### config.mk
export PLATFORM = sky130hd
export DESIGN_NAME = cache
export DESIGN_NICKNAME = d
export VERILOG_FILES = /design/src/rtl/cache.sv
export SDC_FILE = /design/constraint.sdc
export NUM_CORES = 1
export LEC_CHECK = 0
export BUFFER_PORTS_ARGS = -buffer_cell sky130_fd_sc_hd__buf_2
export CAP_MARGIN = 0
export CORE_ASPECT_RATIO = 1.25
export CORE_MARGIN = 3
export CORE_UTILIZATION = 60
export CTS_CLUSTER_SIZE = 16
export DETAILED_ROUTE_END_ITERATION = 7
export GPL_TIMING_DRIVEN = 0
export PLACE_DENSITY = 0.8
export SLEW_MARGIN = 10
export SYNTH_ARGS = -nofsm -noshare
export SYNTH_HDL_FRONTEND = slang
export SYNTH_SLANG_ARGS = --single-unit
### constraint.sdc
create_clock -name clk -period 7.3 [get_ports clk]
set_clock_uncertainty 0.15 [all_clocks]
set_input_delay 1.46 -clock clk [delete_from_list [all_inputs] [get_ports clk]]
set_output_delay 1.46 -clock clk [all_outputs]
set_load 0.01 [all_outputs]
### src/rtl/cache.sv
// cache: direct-mapped, write-back data cache between the CPU-side RAMIO
// decoder and a 64-bit, 4-beat burst RAM controller (one 32-byte line per
// burst command).
//
// Ports:
//   clk, rst_n            clock, asynchronous active-low reset
//   enable                request valid
//   address[31:0]         byte address ([1:0] ignored, high bits alias)
//   data_in[31:0]         write data, byte-lane aligned
//   write_enable[3:0]     per-byte write strobe, 0 = read
//   data_out[31:0]        selected word of the indexed line (combinational)
//   data_out_ready        request hits and the fill FSM is idle
//   busy                  request cannot complete this cycle
//   br_cmd                burst command: 0 = read, 1 = write
//   br_cmd_en             one-cycle command strobe
//   br_addr               line start address in RAM units
//   br_wr_data[63:0]      write-burst beat
//   br_data_mask[7:0]     always 0
//   br_rd_data[63:0]      read-burst beat
//   br_rd_data_valid      qualifies br_rd_data
module cache #(
  parameter int LINE_IX_BITWIDTH    = 1,
  parameter int RAM_DEPTH_BITWIDTH  = 10,
  parameter int RAM_ADDRESSING_MODE = 3
) (
  input  logic                          clk,
  input  logic                          rst_n,
  input  logic                          enable,
  input  logic [31:0]                   address,
  input  logic [31:0]                   data_in,
  input  logic [3:0]                    write_enable,
  output logic [31:0]                   data_out,
  output logic                          data_out_ready,
  output logic                          busy,
  output logic                          br_cmd,
  output logic                          br_cmd_en,
  output logic [RAM_DEPTH_BITWIDTH-1:0] br_addr,
  output logic [63:0]                   br_wr_data,
  output logic [7:0]                    br_data_mask,
  input  logic [63:0]                   br_rd_data,
  input  logic                          br_rd_data_valid
);
  localparam int LINES  = 1 << LINE_IX_BITWIDTH;
  localparam int TAG_W  = RAM_DEPTH_BITWIDTH + RAM_ADDRESSING_MODE - 5 - LINE_IX_BITWIDTH;
  localparam int TAG_LO = 5 + LINE_IX_BITWIDTH;
  localparam int TAG_HI = TAG_LO + TAG_W - 1;
  localparam int LBA_W  = RAM_DEPTH_BITWIDTH + RAM_ADDRESSING_MODE;

  typedef enum logic [1:0] {IDLE, WB, RD, RD_WAIT} state_t;

  logic [31:0]                 mem  [LINES][8];
  logic [TAG_W-1:0]            tags [LINES];
  logic [LINES-1:0]            valid, dirty;
  state_t                      state;
  logic [1:0]                  beat, nbeat;
  logic [LINE_IX_BITWIDTH-1:0] fill_ix;
  logic [TAG_W-1:0]            fill_tag;

  logic [LINE_IX_BITWIDTH-1:0] ix;
  logic [TAG_W-1:0]            tag;
  logic [2:0]                  word;
  logic                        hit, is_idle, wr_hit, fill_we, fill_done;
  logic                        unused_addr;

  assign ix    = address[TAG_LO-1:5];
  assign tag   = address[TAG_HI:TAG_LO];
  assign word  = address[4:2];
  assign nbeat = beat + 2'd1;
  assign unused_addr = ^{address[1:0], address[31:TAG_HI+1]};

  assign hit            = enable && valid[ix] && (tags[ix] == tag);
  assign is_idle        = (state == IDLE);
  assign data_out_ready = hit && is_idle;
  assign busy           = enable && (!hit || !is_idle);
  assign data_out       = mem[ix][word];
  assign br_data_mask   = '0;

  assign wr_hit    = data_out_ready && (write_enable != 4'd0);
  assign fill_we   = (state == RD_WAIT) && br_rd_data_valid;
  assign fill_done = fill_we && (beat == 2'd3);

  // Line start in RAM units: {tag, ix, 5'b0} >> RAM_ADDRESSING_MODE.
  function automatic logic [RAM_DEPTH_BITWIDTH-1:0] line_addr(
    input logic [TAG_W-1:0] t, input logic [LINE_IX_BITWIDTH-1:0] i);
    logic [LBA_W-1:0] lba;
    lba = {t, i, 5'b0};
    return lba[LBA_W-1:RAM_ADDRESSING_MODE];
  endfunction

  // Line data and tags carry no reset; the valid bits qualify them.
  // Write hits only happen in IDLE and fills only outside it, so the two
  // write ports never collide.
  always_ff @(posedge clk) begin
    if (wr_hit) begin
      for (int b = 0; b < 4; b++)
        if (write_enable[b]) mem[ix][word][8*b +: 8] <= data_in[8*b +: 8];
    end
    if (fill_we) begin
      mem[fill_ix][{beat, 1'b0}] <= br_rd_data[31:0];
      mem[fill_ix][{beat, 1'b1}] <= br_rd_data[63:32];
    end
    if (fill_done) tags[fill_ix] <= fill_tag;
  end

  // Fill FSM. Bus outputs are registered, so the command strobe is visible
  // during the first cycle of WB (write) or RD (read). The target line is
  // latched at the miss so a changed request cannot redirect a fill.
  always_ff @(posedge clk or negedge rst_n) begin
    if (!rst_n) begin
      state      <= IDLE;
      beat       <= 2'd0;
      valid      <= '0;
      dirty      <= '0;
      fill_ix    <= '0;
      fill_tag   <= '0;
      br_cmd     <= 1'b0;
      br_cmd_en  <= 1'b0;
      br_addr    <= '0;
      br_wr_data <= '0;
    end else begin
      br_cmd_en <= 1'b0;
      case (state)
        IDLE: begin
          if (wr_hit) begin
            dirty[ix] <= 1'b1;
          end else if (enable && !hit) begin
            fill_ix   <= ix;
            fill_tag  <= tag;
            beat      <= 2'd0;
            br_cmd_en <= 1'b1;
            if (valid[ix] && dirty[ix]) begin
              state      <= WB;
              br_cmd     <= 1'b1;
              br_addr    <= line_addr(tags[ix], ix);
              br_wr_data <= {mem[ix][1], mem[ix][0]};
            end else begin
              state   <= RD;
              br_cmd  <= 1'b0;
              br_addr <= line_addr(tag, ix);
            end
          end
        end
        WB: begin
          if (beat == 2'd3) begin
            state     <= RD;
            beat      <= 2'd0;
            br_cmd_en <= 1'b1;
            br_cmd    <= 1'b0;
            br_addr   <= line_addr(fill_tag, fill_ix);
          end else begin
            beat       <= nbeat;
            br_wr_data <= {mem[fill_ix][{nbeat, 1'b1}], mem[fill_ix][{nbeat, 1'b0}]};
          end
        end
        RD: state <= RD_WAIT;
        RD_WAIT: begin
          if (br_rd_data_valid) begin
            beat <= nbeat;
            if (beat == 2'd3) begin
              valid[fill_ix] <= 1'b1;
              dirty[fill_ix] <= 1'b0;
              state          <= IDLE;
            end
          end
        end
        default: state <= IDLE;
      endcase
    end
  end
endmodule

======== Yosys cells after proc, flatten, opt, wreduce, memory -nomap -nowiden ========
Memories as Yosys holds them, arrays and structs flattened.
Cells that the tools add are included.
cells by class
  add/sub/neg operators ................... 1
  $lt $le $gt $ge ......................... 12
  reductions and logical operators ........ 30
  multiplexer cells ....................... 1,108
  bitwise gates (word level) .............. 1,034
  equality and inequality tests ........... 13
operators with widths
  kind                  count
  $mux W256             8
  $mux W1               1,049
  $or A1 B1 Y1          1,024
  $demux W32 S3         6
  $bmux W32 S3          3
  $mux W32              9
  $mux W64              4
  $reduce_or A256 Y1    1
  $pmux W64 S2          1
  $mux W10              4
  $mux W2               13
  $mux W24              1
  $ge A4 B4 Y1 const B  5
  $not A3 Y4            5
  $pmux W10 S2          1
  $mux W16              1
  $logic_and A1 B1 Y1   14
  $lt A4 B1 Y1 const B  3
  $reduce_and A4 Y1     3
  $reduce_and A5 Y1     2
  $mux W8               1
  $ne A2 B1 Y1 const B  4
  $ne A2 B2 Y1 const B  4
  $pmux W2 S4           1
  other kinds (21)      31
word-level totals
  bits in writable memories ............... 526
  bits in registers ....................... 92
  output and inout bits ................... 118
  memories kept ........................... 2
  input port bits ......................... 136
memories
  memory  depth  width  rd ports  clocked after memory_dff  wr ports  RTL line  text
  mem     2      256    2         0                         1         51        logic [31:0] mem [LINES][8];
  tags    2      7      1         0                         1         52        logic [TAG_W-1:0] tags [LINES];

======== Depth between registers and ports, before layout ========
Gate-level depths: netlist (run 1).
  depth after elaboration ................. 12
  mapped depth ............................ 11
  mapped depth without buffers ............ 7

======== Least setup slack after synthesis (run 1) ========
Ideal clock, no wire load.
  path kind ............................... input-to-output
  start point ............................. in address[5]
  end point ............................... out data_out[5]
  path buffers ............................ 5
  stages on the path ...................... 9
  arrival ................................. 3.341 ns
  required time ........................... 5.690 ns
  setup slack ............................. 2.349 ns
  cell sequence ........................... buf_6 -> buf_2 -> buf_2 -> buf_2 -> buf_2 -> mux2i_1 -> o22ai_1 -> a211oi_1 -> o221ai_1
between the ends
  longest elaborated chain between the ends .. 4
ends and longest elaborated chain
  element                                       RTL line  text
  from (decl)                                   29        input logic [31:0] address,
  $mem_v2 Z2 W256                               n/a
  $bmux W32 S3                                  75        assign data_out = mem[ix][word];
  $mux W32 (implied by the code) (2 in series)  75
  to (decl)                                     32        output logic [31:0] data_out,
No other way between the ends. The select of a mux whose other input is x is not followed.

======== Worst setup path after layout (run 1) ========
  start point ............................. in address[2]
  end point ............................... out data_out[11]
between the ends
  longest elaborated chain between the ends .. 4
ends and longest elaborated chain
  element                                       RTL line
  $not A3 Y4 (implied by the code)              75
  $bmux W32 S3                                  75
  $mux W32 (implied by the code) (2 in series)  75
No other way between the ends. The select of a mux whose other input is x is not followed.

==> qor.txt, run 1 <==
unrepaired setup endpoints after global routing - false
cell taking the most area after synthesis - edfxtp_1
hold slack - 337 ps
Primary FF master, synth - edfxtp_1
IO Port Bufs - 215
pin count of the biggest net entering global routing - 57
Final Hold Fails - 0
commonest non-fill, non-tap cell in the layout - edfxtp_1
Hold Path Class - reg2reg
status - finished clean
relative slew slack - 0.0276
CTS tree - yes
most frequent cells in the layout - 526 x edfxtp_1, 239 x buf_2, 213 x mux4_2
Die H - 260 um
Post-DP HPWL - 77900 um
post-cts resize count - 0
Peak VDD IR - 0.308 mV
Vias - 22800
FF-to-FF setup slack - 660 ps
Worst EP required - 5690 ps
worst setup margin - 457 ps
# hold bufs at CTS - 0
worst hold stages - 1
I/O Pins - 254
CP startpoint kind - input pin
clock sink total - 616
Syn Std Cell Area - 30900 sq um
Setup Buffers After CTS - 0
R2R cell count - 11
Critical Path Fanout Max - 10
EDFF count, synth - 526
Worst Setup End Kind - output port
top cell type's share of synthesized area - 0.511
Critical Path AT - 5230 ps
Power Density - 355 nW/um^2
DRT iter0 DRCs - 3747
hold path endpoint - br_wr_data[8]
Die Footprint - 54300 sq um
Final Wtd Congestion - 1.04
Setup WS pre-CTS - 807 ps
syn_area_per_cell - 16.0 sq um
WS Path Type - in2out
per-cell routed wire length - 38.2 um
sequential fraction of the synthesis area - 0.584
Ys Warns - 0
Gate Count Post-Synth - 1932
Clock Latency Late Sink - 640 ps
Routed WL - 112000 um
max cap viols - 0
Final min period - 6840 ps
worst r2r src - beat[0]
synthesized flop and latch total - 616
first-pass GRT wire length - 156000 um
clk root buf - clkbuf_16
number of CTS-inserted buffers - 58
Slew Limit Fails - 0
antenna violations before repair - 9
Max Fclk - 146 MHz
Total GRT Usage - 0.408
remaining global-route overflow - 0
number of routed nets with antenna violations - 0
setup_tns - 0 ps
library cells used by synthesis - 53
NumNets Final - 2377
vias in the first global route - 22900
# rows - 92
capturing point of the worst reg2reg path - mem[1][245]
maximum buffer depth of the clock tree - 3
largest cells by area after synthesis - edfxtp_1 51%, mux4_2 16%, dfrtp_1 7.3%
Leakage - 0.0122 uW
CTS clk-pin slew, worst paths - 60 ps
Pre-antenna DRT Iters - 6
H-Tree Depth - 2
Hold Crit Start - br_wr_data[8]
Async SR Flop Fraction - 0.146
drc violations - 0
fin crit share - 0.937
Worst Max-Slew Pin Slew - 1450 ps
Final setup viols - 0
initial core utilization - 0.610
Core ar. - 50600 sq um
share of layout cells above drive strength 1 - 0.317
Die Wd - 209 um
area grow syn2layout - 13.1%
vias per cell - 7.75
## synthesized netlist by cell type (all sizes together), types with 2 or more instances
library cell,instances
and2,4
edfxtp,526
nand2b,5
dfrtp,90
nor2,113
mux2,145
xnor2,4
nor4,3
a211oi,7
a21boi,2
buf,64
mux4,213
o22ai,21
o32ai,13
a211o,4
o211a,2
inv,11
a22oi,45
or2,3
nor2b,37
nand4,5
a21oi,59
a21o,32
a41oi,25
o21ai,27
nand2,56
nand3,5
mux2i,135
o22a,2
nor3,7
clkbuf,113
and3,7
ha,8
a221o,128
## critical path, cell delays in order
cell and delay (ps):
clkbuf_1 330, clkbuf_1 960, clkbuf_1 780, nand3_1 800, o22ai_1 390, a211oi_1 90
nand2_1 230, buf_2 170
## power by group
group	total (uW)	switching, uW	internal, uW
sequential	4600	193	4410
combinational	4760	2900	1870
clock	3050	1330	1720
total	12400	4420	7990
## layout make-up
class                      instances  area [sq um]
clock inverter                    18           174
clock buffer                      90          1720
timing repair buffer             232          1270
sequential                       616         18000
antenna                            3          7.51
multi-input combinational       1137         12100
buffer                           177           791
tap                              658           823
fill                            3359         15700
inverter                          11          41.3
## registers in the layout, indices dropped and copies added (netlist names), 2 cells and up
signal      cells
beat            2
br_addr         8
br_wr_data     64
dirty           2
fill_tag        7
mem           512
state           2
tags           14
valid           2
## metrics by stage
step                total power, uW  std cells  area [sq um]  utilization
floorplan                      7510       1941         30900            -
global placement               9060       2814         32800        0.648
detailed placement             9220       2830         33000        0.652
CTS                           12200       2938         34900        0.690
global route                  12700       2939         34900        0.690
finish                        12400       2942         35000        0.690
## worst max-delay path by stage
stage                         endpoint       start  cells after the start  slack [ps]
after floorplan            data_out[5]  address[5]                      9        2350
after global placement     mem[0][170]     beat[0]                     10         840
after detailed placement  data_out[11]  address[2]                      8         810
after CTS                 data_out[11]  address[2]                      8         790
after global routing      data_out[11]  address[2]                      8         630
final                     data_out[11]  address[2]                      8         460
## cells by family (layout without fill, tap and decap cells)
logic type                 after synthesis  in the layout  synth area share
xor gates and xnor gates                 4              4           0.00113
other                                    1             13          0.000121
buffers and inverters                  188            528            0.0267
adders and majority gates                8              8           0.00324
AOI/OAI and AO/OA                      373            373            0.0955
DFF                                    616            616             0.584
muxes                                  493            493             0.252
and+or+nand+nor                        249            249            0.0376
## per-layer routing
| metal | global-route usage | vias to the layer above | wire (um) |
|---|---|---|---|
| met5 | 0 | - | 64 |
| met4 | 0.287 | 10 | 10600 |
| met3 | 0.147 | 694 | 17100 |
| met2 | 0.640 | 2379 | 51200 |
| met1 | 0.469 | 11100 | 33500 |
| li1 | - | 8628 | - |
Note: power is estimated with default switching activity, not from simulation.
==> run 2, diff against run 1 <==
==> constraint.sdc (replaced) <==
create_clock -name clk -period 6.47 [get_ports clk]
set_clock_uncertainty 0.15 [all_clocks]
set_input_delay 1.294 -clock clk [delete_from_list [all_inputs] [get_ports clk]]
set_output_delay 1.294 -clock clk [all_outputs]
set_load 0.1 [all_outputs]
==> run 2 against run 1 <==
Compared with the run above: the run now ends with setup timing left; first-iteration DRC count increased by 2.7%; register-to-register slack worse by 720 ps; combinational power up 51%; via count down 0.50%; die area unchanged; sequential share of layout area fell by 0.057 points; largest power group unchanged; final cell count is essentially flat; non-clock buffer count stayed put.
==> qor.txt, run 2 (same netlist as run 1, synthesis figures left out) <==
fin crit share - 1.01
WS Path Type - reg2reg
Logic pwr share - 0.455
DRT iter0 DRCs - 3850
worst hold stages - 1
Worst Max-Slew Pin Slew - 1470 ps
internal power - 9020 uW
R2R cell count - 11
CP startpoint kind - register
setup_tns - -766 ps
worst setup margin - -58.8 ps
Worst EP required - 6540 ps
Critical path origin - beat[0]
Max Fclk - 153 MHz
Slew Limit Fails - 0
Routed WL - 113000 um
Die Footprint - 54300 sq um
number of CTS-inserted buffers - 58
# hold bufs at CTS - 0
drc violations - 0
relative slew slack - 0.0169
max cap viols - 0
Power Density - 452 nW/um^2
area of the multi-input gates - 12100 sq um
Reg with most FFs - mem
remaining global-route overflow - 0
antenna violations before repair - 9
DP Area - 33000 sq um
Clock Latency Late Sink - 630 ps
H-Tree Depth - 2
per-cell routed wire length - 38.2 um
most frequent cells in the layout - 526 x edfxtp_1, 239 x buf_2, 213 x mux4_2
NumNets Final - 2377
Crit-path slowest cell - nor2_1
Post-DP HPWL - 77900 um
max reg flops - 512
commonest non-fill, non-tap cell in the layout - edfxtp_1
Final setup viols - 24
IO Port Bufs - 215
Peak VDD IR - 0.386 mV
worst r2r src - beat[0]
Final Hold Fails - 0
clock sink total - 616
Critical Path AT - 6600 ps
Final min period - 6530 ps
share of layout cells above drive strength 1 - 0.323
Leakage - 0.0122 uW
Critical Path Fanout Max - 10
Vias - 22700
pin count of the biggest net entering global routing - 57
FILL cells - 3362
clk root buf - clkbuf_16
fin area - 35000 sq um
first-pass GRT wire length - 156000 um
unrepaired setup endpoints after global routing - true
status - finished with violations
register area - 18000 sq um
failing checks - setup timing
# rows - 92
Hold Path Class - reg2reg
Core ar. - 50600 sq um
vias in the first global route - 22900
sequential power share - 0.328
number of routed nets with antenna violations - 0
Total GRT Usage - 0.408
worst stage delay on the critical path - 1050 ps
maximum buffer depth of the clock tree - 3
CTS tree - yes
area grow syn2layout - 13.2%
Pre-antenna DRT Iters - 6
Worst Setup End Kind - register
Die Wd - 209 um
Hold Crit Start - br_wr_data[8]
initial core utilization - 0.610
Final Wtd Congestion - 1.04
Die H - 260 um
Final Util - 0.691
cell mode on critical path - clkbuf_1
hold slack - 338 ps
clock network power share - 0.217
I/O Pins - 254
Setup Buffers After CTS - 0
CP Cell Sequence - clkbuf_1, clkbuf_1, inv_1, ha_1, nor4_1, nor2_1, nor2b_1, clkbuf_1, clkbuf_1, a41oi_1, nor2_1
Top Registers - mem: 512 flops, br_wr_data: 64 flops, tags: 14 flops
vias per cell - 7.71
sw frac - 0.430
CTS clk-pin slew, worst paths - 60 ps
Psw - 6800 uW
==> run 2: changes by cell type in the layout (fill, tap and decap cells not counted) <==
cell	before	now
nor2_2	2	16
clkbuf_1	131	130
nor2_1	111	97
diode_2	3	4
clkbuf_2	4	5
==> run 2: final timing paths <==
kind / endpoint / slack (ps)
worst max-delay path: mem[1][6] / -60
worst min-delay path: br_wr_data[8] / 340
worst max register to register: mem[1][6] / -60
worst min register to register: br_wr_data[8] / 340
max in group asynchronous: br_wr_data[2] / 4940
min in group asynchronous: br_wr_data[60] / 490
==> run 2: stage by stage <==
stage	total power, uW	setup WS (ps)	instances
after floorplan	10300	792	1941
after global placement	12000	7.19	2814
after detailed placement	12200	11.6	2830
after CTS	15600	288	2938
after global routing	16100	-83.2	2939
final	15800	-58.8	2943
==> run 2: final cells by class <==
type / count / area share
Sequential cell: 616 / 0.516
Multi-Input combinational cell: 1137 / 0.346
Clock buffer: 90 / 0.0490
Timing Repair Buffer: 232 / 0.0363
Tap cell: 658 / 0.0235
Buffer: 177 / 0.0226
Clock inverter: 18 / 0.00497
Inverter: 11 / 0.00118
Antenna cell: 4 / 0.000286
==> run 2: critical path: cells and delay by family, from the launching register on <==
family          cells  cell delay [ps]
flops               1              540
fa+ha+maj           1              320
buf+inv             5             2660
compound gates      1              220
simple gates        4             2200
==> run 2: repair_timing <==
item                                   CTS  global route
endpoints found under the hold margin    0             0
gates resized for setup                  1            14
setup endpoints to repair                1           103
==> run 2: routing by layer <==
| layer | vias up | global-route usage | share of wire |
|---|---|---|---|
| met5 | - | 0 | 0.00034 |
| li1 | 8616 | - | - |
| met4 | 6 | 0.287 | 0.092 |
| met3 | 666 | 0.148 | 0.15 |
| met1 | 11100 | 0.468 | 0.30 |
| met2 | 2338 | 0.640 | 0.46 |
==> run 2: power groups by stage <==
stage,combinational (uW),sequential [uW],clock (uW)
final,7190,5190,3440
after floorplan,3350,6900,0
after global routing,7330,5220,3570
after global placement,6810,5230,0
after CTS,6990,5180,3410
after detailed placement,6960,5260,0
